===== src/rtl/fuzz_crash_logger_pkg.sv =====
// Shared constants, header layout and sizing helper for the fuzz crash logger.
package fuzz_log_pkg;

    localparam int         LOG_WORD_W    = 32;
    localparam logic [7:0] LOG_MAGIC     = 8'hA5;

    localparam int HDR_MAGIC_LSB = 24;
    localparam int HDR_HANG_BIT  = 23;
    localparam int HDR_COLL_BIT  = 22;
    localparam int HDR_COV_LSB   = 8;
    localparam int HDR_SEQ_LSB   = 0;

    typedef struct packed {
        logic [7:0] magic;
        logic       hang;
        logic       collision;
        logic [5:0] rsvd;
        logic [7:0] coverage;
        logic [7:0] seq;
    } log_header_t;

    function automatic int words_per_record(int in_w, int out_w);
        return 2 + in_w / LOG_WORD_W + out_w / LOG_WORD_W;
    endfunction

endpackage


===== src/rtl/fuzz_crash_logger_if.sv =====
// Word-wide valid/ready readout stream from the crash logger to the host.
interface fuzz_log_if;
    import fuzz_log_pkg::*;

    logic [LOG_WORD_W-1:0] m_data;
    logic                  m_valid;
    logic                  m_ready;
    logic                  m_last;

    modport master (output m_data, m_valid, m_last, input m_ready);
    modport slave  (input m_data, m_valid, m_last, output m_ready);
endinterface


===== src/rtl/fuzz_crash_logger_fifo.sv =====
// Generic synchronous FIFO; a pop frees the slot for a same-cycle push when full.
module fuzz_log_fifo #(
    parameter int DATA_W = 32,
    parameter int DEPTH  = 8
) (
    input  logic                     clk,
    input  logic                     rst_n,
    input  logic                     clear,
    input  logic                     push,
    input  logic [DATA_W-1:0]        din,
    input  logic                     pop,
    output logic [DATA_W-1:0]        dout,
    output logic                     full,
    output logic                     empty,
    output logic [$clog2(DEPTH):0]   count
);
    localparam int AW = $clog2(DEPTH);

    logic [DATA_W-1:0] mem [DEPTH];
    logic [AW-1:0]     wr_ptr;
    logic [AW-1:0]     rd_ptr;
    logic [AW:0]       cnt;
    logic              do_push;
    logic              do_pop;

    assign full    = (cnt == (AW+1)'(DEPTH));
    assign empty   = (cnt == '0);
    assign count   = cnt;
    assign dout    = mem[rd_ptr];
    assign do_pop  = pop & ~empty;
    assign do_push = push & (~full | do_pop);

    always_ff @(posedge clk) begin
        if (!rst_n || clear) begin
            wr_ptr <= '0;
            rd_ptr <= '0;
            cnt    <= '0;
        end else begin
            if (do_push) wr_ptr <= wr_ptr + AW'(1);
            if (do_pop)  rd_ptr <= rd_ptr + AW'(1);
            case ({do_push, do_pop})
                2'b10:   cnt <= cnt + (AW+1)'(1);
                2'b01:   cnt <= cnt - (AW+1)'(1);
                default: cnt <= cnt;
            endcase
        end
    end

    always_ff @(posedge clk) begin
        if (do_push) mem[wr_ptr] <= din;
    end

endmodule


===== src/rtl/fuzz_crash_logger.sv =====
// Captures timestamped crash records on fuzzer alarm edges and streams them out word by word.
//   state   | meaning
//   IDLE    | no stored record, m_valid low
//   SEND    | presenting word idx of the head record
module fuzz_crash_logger
    import fuzz_log_pkg::*;
#(
    parameter int INPUT_WIDTH  = 256,
    parameter int OUTPUT_WIDTH = 128,
    parameter int LOG_DEPTH    = 8,
    parameter int DEDUP_EN     = 1
) (
    input  logic                           clk,
    input  logic                           rst_n,
    input  logic                           log_en,
    input  logic                           clear,
    input  logic                           alarm_hang,
    input  logic                           alarm_collision,
    input  logic [7:0]                     coverage_score,
    input  logic [INPUT_WIDTH-1:0]         error_input,
    input  logic [OUTPUT_WIDTH-1:0]        error_output,
    fuzz_log_if.master                     log_bus,
    output logic [$clog2(LOG_DEPTH):0]     log_count,
    output logic [15:0]                    drop_count,
    output logic [15:0]                    dup_count
);
    localparam int WPR   = words_per_record(INPUT_WIDTH, OUTPUT_WIDTH);
    localparam int IDX_W = $clog2(WPR);
    localparam int CW    = $clog2(LOG_DEPTH) + 1;
    localparam int REC_W = 50 + INPUT_WIDTH + OUTPUT_WIDTH;
    localparam int TS_LSB = OUTPUT_WIDTH + INPUT_WIDTH;

    localparam logic [0:0] ST_IDLE = 1'b0;
    localparam logic [0:0] ST_SEND = 1'b1;

    logic [0:0]             state;
    logic [IDX_W-1:0]       idx;
    logic [31:0]            ts;
    logic                   hang_q;
    logic                   coll_q;
    logic [7:0]             seq;
    logic [INPUT_WIDTH-1:0] last_in;
    logic                   last_valid;

    logic                   rise, is_dup, want, accept, drop, dup_hit;
    logic                   hs, last_word, pop;
    logic                   fifo_full, fifo_empty;
    logic [CW-1:0]          fifo_count;
    logic [REC_W-1:0]       rec_in, head;
    log_header_t            hdr;
    logic [WPR*LOG_WORD_W-1:0] words;

    assign rise      = log_en & ((alarm_hang & ~hang_q) | (alarm_collision & ~coll_q));
    assign is_dup    = (DEDUP_EN != 0) && last_valid && (error_input == last_in);
    assign want      = rise & ~clear & ~is_dup;
    assign dup_hit   = rise & ~clear & is_dup;
    assign hs        = log_bus.m_valid & log_bus.m_ready;
    assign last_word = (state == ST_SEND) && !fifo_empty && (idx == IDX_W'(WPR - 1));
    assign pop       = hs & last_word;
    // The head's last-word handshake frees a slot in the same cycle a full FIFO would refuse.
    assign accept    = want & (~fifo_full | pop);
    assign drop      = want & fifo_full & ~pop;

    assign rec_in = {alarm_hang, alarm_collision, coverage_score, seq, ts, error_input, error_output};

    fuzz_log_fifo #(.DATA_W(REC_W), .DEPTH(LOG_DEPTH)) u_fifo (
        .clk   (clk),
        .rst_n (rst_n),
        .clear (clear),
        .push  (accept),
        .din   (rec_in),
        .pop   (pop),
        .dout  (head),
        .full  (fifo_full),
        .empty (fifo_empty),
        .count (fifo_count)
    );

    always_comb begin
        hdr           = '0;
        hdr.magic     = LOG_MAGIC;
        hdr.hang      = head[TS_LSB + 49];
        hdr.collision = head[TS_LSB + 48];
        hdr.coverage  = head[TS_LSB + 40 +: 8];
        hdr.seq       = head[TS_LSB + 32 +: 8];
    end

    assign words = {head[OUTPUT_WIDTH-1:0], head[OUTPUT_WIDTH +: INPUT_WIDTH], head[TS_LSB +: 32], hdr};

    assign log_bus.m_valid = (state == ST_SEND);
    assign log_bus.m_last  = last_word;
    assign log_bus.m_data  = (state == ST_SEND) ? words[int'(idx) * LOG_WORD_W +: LOG_WORD_W] : '0;
    assign log_count       = fifo_count;

    always_ff @(posedge clk) begin
        if (!rst_n) begin
            state      <= ST_IDLE;
            idx        <= '0;
            ts         <= '0;
            hang_q     <= 1'b0;
            coll_q     <= 1'b0;
            seq        <= '0;
            last_in    <= '0;
            last_valid <= 1'b0;
            drop_count <= '0;
            dup_count  <= '0;
        end else begin
            ts     <= ts + 32'd1;
            hang_q <= alarm_hang;
            coll_q <= alarm_collision;
            if (clear) begin
                state      <= ST_IDLE;
                idx        <= '0;
                seq        <= '0;
                last_valid <= 1'b0;
                drop_count <= '0;
                dup_count  <= '0;
            end else begin
                if (accept) begin
                    seq        <= seq + 8'd1;
                    last_in    <= error_input;
                    last_valid <= 1'b1;
                end
                if (drop && drop_count != 16'hFFFF) drop_count <= drop_count + 16'd1;
                if (dup_hit && dup_count != 16'hFFFF) dup_count <= dup_count + 16'd1;
                case (state)
                    ST_IDLE: begin
                        idx <= '0;
                        if (accept) state <= ST_SEND;
                    end
                    default: begin
                        if (hs) begin
                            if (last_word) begin
                                idx <= '0;
                                if (fifo_count == CW'(1) && !accept) state <= ST_IDLE;
                            end else begin
                                idx <= idx + IDX_W'(1);
                            end
                        end
                    end
                endcase
            end
        end
    end

endmodule

===== src/flat_wrapper.sv =====
// flat-port wrapper written by rule: the top's interface ports become plain ports
module fuzz_crash_logger_flat import fuzz_log_pkg::*;
#(
    parameter int INPUT_WIDTH  = 256,
    parameter int OUTPUT_WIDTH = 128,
    parameter int LOG_DEPTH    = 8,
    parameter int DEDUP_EN     = 1
)
  (clk, rst_n, log_en, clear, alarm_hang, alarm_collision, coverage_score, error_input, error_output, log_count, drop_count, dup_count, log_bus_m_data, log_bus_m_valid, log_bus_m_last, log_bus_m_ready);
  fuzz_log_if log_bus_i ();
  input  logic clk;
  input  logic rst_n;
  input  logic log_en;
  input  logic clear;
  input  logic alarm_hang;
  input  logic alarm_collision;
  input  logic [7:0] coverage_score;
  input  logic [INPUT_WIDTH-1:0] error_input;
  input  logic [OUTPUT_WIDTH-1:0] error_output;
  output logic [$clog2(LOG_DEPTH):0] log_count;
  output logic [15:0] drop_count;
  output logic [15:0] dup_count;
  output wire logic [$bits(log_bus_i.m_data)-1:0] log_bus_m_data;
  output wire logic [$bits(log_bus_i.m_valid)-1:0] log_bus_m_valid;
  output wire logic [$bits(log_bus_i.m_last)-1:0] log_bus_m_last;
  input wire logic [$bits(log_bus_i.m_ready)-1:0] log_bus_m_ready;
  assign log_bus_m_data = log_bus_i.m_data;
  assign log_bus_m_valid = log_bus_i.m_valid;
  assign log_bus_m_last = log_bus_i.m_last;
  assign log_bus_i.m_ready = log_bus_m_ready;
  fuzz_crash_logger #(.INPUT_WIDTH(INPUT_WIDTH), .OUTPUT_WIDTH(OUTPUT_WIDTH), .LOG_DEPTH(LOG_DEPTH), .DEDUP_EN(DEDUP_EN)) u_core (.clk(clk), .rst_n(rst_n), .log_en(log_en), .clear(clear), .alarm_hang(alarm_hang), .alarm_collision(alarm_collision), .coverage_score(coverage_score), .error_input(error_input), .error_output(error_output), .log_bus(log_bus_i), .log_count(log_count), .drop_count(drop_count), .dup_count(dup_count));
endmodule

===== config.mk =====
export PLATFORM = sky130hd
export DESIGN_NAME = fuzz_crash_logger_flat
export DESIGN_NICKNAME = d
export VERILOG_FILES = /design/src/rtl/fuzz_crash_logger_pkg.sv /design/src/rtl/fuzz_crash_logger_if.sv /design/src/rtl/fuzz_crash_logger_fifo.sv /design/src/rtl/fuzz_crash_logger.sv /design/src/flat_wrapper.sv
export SDC_FILE = /design/constraint.sdc
export NUM_CORES = 2
export LEC_CHECK = 0
export BUFFER_PORTS_ARGS = -buffer_cell sky130_fd_sc_hd__clkbuf_2
export CORE_ASPECT_RATIO = 0.6
export CORE_MARGIN = 2
export CORE_UTILIZATION = 50
export CTS_CLUSTER_DIAMETER = 60
export DETAILED_ROUTE_END_ITERATION = 8
export GPL_ROUTABILITY_DRIVEN = 0
export MAX_ROUTING_LAYER = met4
export PLACE_DENSITY = 0.64
export SLEW_MARGIN = 15
export SYNTH_ARGS = -nofsm -noshare
export SYNTH_HDL_FRONTEND = slang
export SYNTH_SLANG_ARGS = --single-unit

===== constraint.sdc =====
create_clock -name clk -period 158.3 [get_ports clk]
set_input_delay 7.915 -clock clk [delete_from_list [all_inputs] [get_ports clk]]
set_output_delay 7.915 -clock clk [all_outputs]
set_load 0.005 [all_outputs]

After elaboration in Yosys (flattened, before gate mapping) --
Memory sizes are Yosys's and may differ from the RTL's. A register that Yosys moved wholly into a read port is not among the register bits. Cells that the tools add are included.
Word-level totals: input port bits 399, memories 1, RAM bits 3472, word-level logic and storage cells 84, output and inout port bits 70, register bits 346
Memories:
- u_core.u_fifo.mem | depth 8, width 434, rd ports 1, clocked after Yosys merged registers in 1, write ports 1, RTL line fuzz_crash_logger_fifo.sv:19 | logic [DATA_W-1:0] mem [DEPTH];
Cells by class: equal/unequal tests 8, $add $sub $neg 9, reduce and logical (&&, ||, !) cells 15, shift operators 1, mux-type cells 12, bitwise logic cells 25
Operator list (number):
- 448-bit by 10-bit indexed part select with 32-bit output | 1
- 256-bit equality test | 1
- 16-bit by 1-bit adder with 16-bit output, second input constant | 2
- 32-bit by 1-bit adder with 32-bit output, second input constant | 1
- 32-bit 2-to-1 mux | 1
- 16-bit != test, second input constant | 2
- 1-bit bitwise AND | 13
- 1-bit NOT | 9
- 4-bit by 1-bit adder with 4-bit output, second input constant | 2
- 8-bit by 1-bit adder with 8-bit output, second input constant | 1
- 4-bit equality test, second input constant | 2
- 4-bit case mux with 2 select lines | 1
- 1-bit 2-to-1 mux | 7
- 3-bit by 1-bit adder with 3-bit output, second input constant | 2
- 1-bit logical AND | 6
- 3-bit 2-to-1 mux | 2
- 4-bit by 1-bit equality test with 1-bit output, second input constant | 1
- 4-bit zero test | 1
- 4-bit 2-to-1 mux | 1
- 4-bit by 1-bit subtractor with 4-bit output, second input constant | 1
- 1-bit zero test | 3
- 1-bit OR | 3
- 3-bit OR reduction | 1
- 2-bit by 1-bit equality test with 1-bit output, second input constant | 1
- other kinds (5) | 5

Depth between registers and ports, before layout --
depth in word-level cells 13, depth in mapped cells 19, mapped depth without buffers 13

By module --
From an unflattened synthesis, not the netlist that was laid out.
Unflattened totals: cells, all modules 7493, area, all modules 151048.6 µm²
Modules (own cells, without submodules):
- fuzz_log_fifo | area an instance 130772.9 µm², sequential area each 104520.2 µm², times used 1, cells each 5101
- fuzz_crash_logger | area an instance 20275.7 µm², sequential area each 6726.5 µm², times used 1, cells each 2392

Worst setup path before layout --
Ideal clock, no wire load.
path kind input -> register, start input log_bus_m_ready, end memory u_core.u_fifo.mem[4][0] (netlist name) (enable), required time 155.856 ns, setup slack 102.775 ns, library setup time 2.444 ns, path buffers 3, arrival time 53.081 ns, cell stages on the path 8, path through and3_1 buf_2 and3b_1 clkbuf_1 clkbuf_1 nor2_1 inv_1 nor4b_1
Between the ends: longest elaborated chain between the ends 7, elaborated cells between the ends (all ways) 9, those cells by class mux (2); bitwise (7)
RTL lines:
- start, declared | RTL line flat_wrapper.sv:26 | input wire logic [$bits(log_bus_i.m_ready)-1:0] log_bus_m_ready;
- 1-bit bitwise AND | RTL line fuzz_crash_logger.sv:57 | assign hs = log_bus.m_valid & log_bus.m_ready;
- 1-bit bitwise AND | RTL line fuzz_crash_logger.sv:59 | assign pop = hs & last_word;
- 1-bit bitwise AND | RTL line fuzz_crash_logger_fifo.sv:30 | assign do_pop = pop & ~empty;
- via u_core.u_fifo.do_pop | RTL line fuzz_crash_logger_fifo.sv:24 | logic do_pop;
- 1-bit OR | RTL line fuzz_crash_logger_fifo.sv:31 | assign do_push = push & (~full | do_pop);
- 1-bit bitwise AND | RTL line fuzz_crash_logger_fifo.sv:31
- 1-bit 2-to-1 mux | RTL line fuzz_crash_logger_fifo.sv:50 | if (do_push) mem[wr_ptr] <= din;
- 1-bit 2-to-1 mux (implied by the code) | RTL line fuzz_crash_logger_fifo.sv:50
- end, declared | RTL line fuzz_crash_logger_fifo.sv:19
The timed path passes the listed nets, and every way through them passes these cells.

==> impl_metrics.tcl <==
set metrics [dict create \
    outcome "completed" \
    cts_resized 0 \
    crit_fanout 83 \
    min_path_cells 2 \
    async_flop_share 0 \
    rr_endpoint "u_core.u_fifo.mem[7][212]" \
    place.port_buffers 468 \
    layout.nets 8181 \
    via_per_inst 6.478 \
    setup_slack_ns 142.93 \
    dp_hpwl_um 264800 \
    drt-initial-drc-count 12520 \
    synthFlopType "edfxtp_1" \
    root_buffer "clkbuf_16" \
    power_uw 2030 \
    crit_arrival_ns 7.45 \
    cpLargestDelayFamily "buffers and inverters" \
    fin_skew_ns 0.05898 \
    cts_setup_buffers 0 \
    required_ns 150.38 \
    die_h_um 426.8 \
    die_area_mm2 0.3025 \
    track_usage 0.2877 \
    final.setup.tns_ns 0 \
    syn_inst 7255 \
    final_layout_size_suffix_gt1_frac 0.2790 \
    ys_warn_count 0 \
    clk_path_buf_depth 4 \
    yosysUniqueCellTypes 65 \
    critPathLaunchType "flip-flop" \
    routed_wirelength_um 426100 \
    reg2reg_depth 11 \
    path_buf_inv 5 \
    ys_seq_area_frac 0.7467 \
    fin_crit_sh 0.09707 \
    vias 78590 \
    path_cells "buf_12 -> buf_4 -> buf_4 -> buf_4 -> mux4_2 -> mux4_2 -> mux2i_1 -> o221ai_1 -> o211a_1 -> clkbuf_2" \
    setup_viol 0 \
    numCtsBuffers 352 \
    grt_max_degree 211 \
    post_drt_wl_per_cell_um 35.12 \
    synth_common_cells "edfxtp_1 (3,472), mux4_2 (1,089), dfxtp_1 (349)" \
    p_leak_uw 0.05195 \
    io_pins 469 \
    slowest_stage "dfxtp_4" \
    worst_pin_slew_ns 1.253 \
    clock-sinks 3821 \
    worstSetupPathType "reg2out" \
    final_max_slew_viol_count 0 \
    drc 0 \
    rows 155 \
    synth_top_area_cell "edfxtp_1" \
    max_stage_delay_ns 0.95 \
    firstDrtPassIters 7 \
    gr-total-overflow 0 \
    hold_path_class "reg2reg" \
    yosysMostFrequentCell "edfxtp_1" \
    reg2reg_from "u_core.log_bus.m_valid" \
    worst_skew_pair.late_latency_ns 0.95 \
    rrSetupSlack_ns 151.45 \
    critPathMostFrequentCell "buf_4" \
    cts_hold_buffers 0 \
    coreArea_mm2 0.2969 \
    power-per-cell-area_mw_per_mm2 12.11 \
    initial_core_util 0.5018 \
    ir_drop_uv 11.02 \
    relSlewSlack 0.1406 \
    drv_cap 0 \
    fmax_mhz 65.08 \
    fp.dieW_um 708.7 \
    grt_pass1_vias 74520 \
    clk_pin_slew_ns 0.06 \
    syn_area_mm2 0.1490 \
    synth-seq-cells 3821 \
    holdPathEnd "u_core.last_in[147]" \
    worstSetupEndpointType "primary output" \
    antenna_found_initial 142 \
    synth_edf_count 3472 \
    antenna_left 0 \
    layout-area-overhead-vs-synth_pct 12.54 \
    htreeDepth 5 \
    grt_pass1_wl_um 590300 \
    place_ws_ns 143.62 \
    rsz0062_at_grt "no" \
    syn_nets 7667 \
    finalCriticalPeriod_ns 15.37 \
    synth_top_area_share 0.6998 \
    hold_viol 0 \
    cts_tree "yes" \
    synth.area.top_cells "edfxtp_1 (70%), mux4_2 (16%), dfxtp_1 (4.7%), a21oi_1 (1.0%), nand3_1 (1.0%)" \
    min-delay-start "u_core.last_in[147]" \
    avgSynthCellArea_um2 20.54 \
]
==> tightest hold or removal path: cells and delay by family (launching register included) <==
family | cells | cell delay (ns)
flops | 1 | 0.31
compound gates | 2 | 0.13
==> state kept, by name, summed over array words and instances (netlist names), named ones only <==
signal and count:
u_core.u_fifo.mem 3472, u_core.last_in 256, u_core.ts 32, u_core.drop_count 16
u_core.dup_count 16, u_core.seq 8, u_core.idx 4, u_core.u_fifo.count 4
u_core.u_fifo.rd_ptr 3, u_core.u_fifo.wr_ptr 3, u_core.coll_q 1, u_core.hang_q 1
u_core.last_valid 1, u_core.log_bus.m_valid 1
==> metrics by stage <==
stage | instances | hold WS [ns] | util | cell area (µm²)
6_report | 12130 | 0.4850 | 0.5647 | 167700
3_3_place_gp | 11420 | 0.4600 | 0.5254 | 156000
3_5_place_dp | 11420 | 0.4689 | 0.5255 | 156000
5_1_grt | 12130 | 0.4990 | 0.5646 | 167700
2_1_floorplan | 7255 | 0.4539 | - | 149000
4_1_cts | 12060 | 0.4779 | 0.5641 | 167500
==> area by class of cell <==
cell class                      instances  area, µm²
Clock buffer                          463       9567
Fill cell                           21750     129200
Tap cell                             4003       5009
Multi-Input combinational cell       2894      35700
Sequential cell                      3821     111300
Inverter                               94      371.6
Timing Repair Buffer                  606       3679
Antenna cell                           72      180.2
Clock inverter                        179       1902
==> kinds of logic (layout without fill, tap and decap cells) <==
group,count (synthesis),in the layout,share of synthesized area
flip-flops,3821,3821,0.7467
other,0,72,0
AND/OR/NAND/NOR,763,763,0.02746
XOR/XNOR,198,198,0.01164
AO/OA/AOI/OAI,780,780,0.03064
buffers and inverters,540,1342,0.01433
adder cells (fa/ha/maj),13,13,0.001092
multiplexers,1140,1140,0.1681
==> routing by layer <==
metal,global-route usage,vias to the layer above,share of wire
met3,0.07385,654,0.12
li1,-,31360,-
met2,0.4086,4674,0.45
met4,0.08195,0,0.030
met1,0.4158,41900,0.40
met5,-,-,0
==> worst max-delay path by stage <==
stage                              endpoint  slack [ns]  depth (start not counted)            start
floorplan           u_core.u_fifo.mem[4][0]      102.78                          8  log_bus_m_ready
global placement          log_bus_m_data[1]      143.66                         10        flip-flop
detailed placement        log_bus_m_data[1]      143.62                         10        flip-flop
CTS                       log_bus_m_data[1]      142.65                         10        flip-flop
global route              log_bus_m_data[1]      142.40                         10        flip-flop
finish                    log_bus_m_data[1]      142.93                         10        flip-flop
==> layout by cell type (no fill, tap or decap), drive strengths merged, types with 20 or more instances in the layout <==
| cell | synthesis | layout |
|---|---|---|
| nor4 | 28 | 28 |
| nand2 | 94 | 94 |
| o22ai | 20 | 20 |
| inv | 93 | 106 |
| or3 | 22 | 22 |
| dfxtp | 349 | 349 |
| bufinv | 0 | 35 |
| xnor2 | 141 | 141 |
| nand2b | 53 | 53 |
| buf | 209 | 138 |
| o21ai | 289 | 289 |
| a21oi | 303 | 303 |
| xor2 | 57 | 57 |
| nor2 | 59 | 59 |
| mux4 | 1089 | 1089 |
| diode | 0 | 72 |
| nand3 | 298 | 298 |
| o221ai | 27 | 27 |
| or4 | 25 | 25 |
| clkinv | 1 | 119 |
| nand4 | 70 | 70 |
| nor2b | 49 | 49 |
| mux2i | 42 | 42 |
| clkbuf | 237 | 931 |
| o211a | 29 | 29 |
| edfxtp | 3472 | 3472 |
==> report_power, final <==
part	total [µW]	internal [µW]	switching, µW
clock	861	485	376
combinational	60.7	16.2	44.5
sequential	1110	1110	3.16
(Power assumes the default switching activity.)
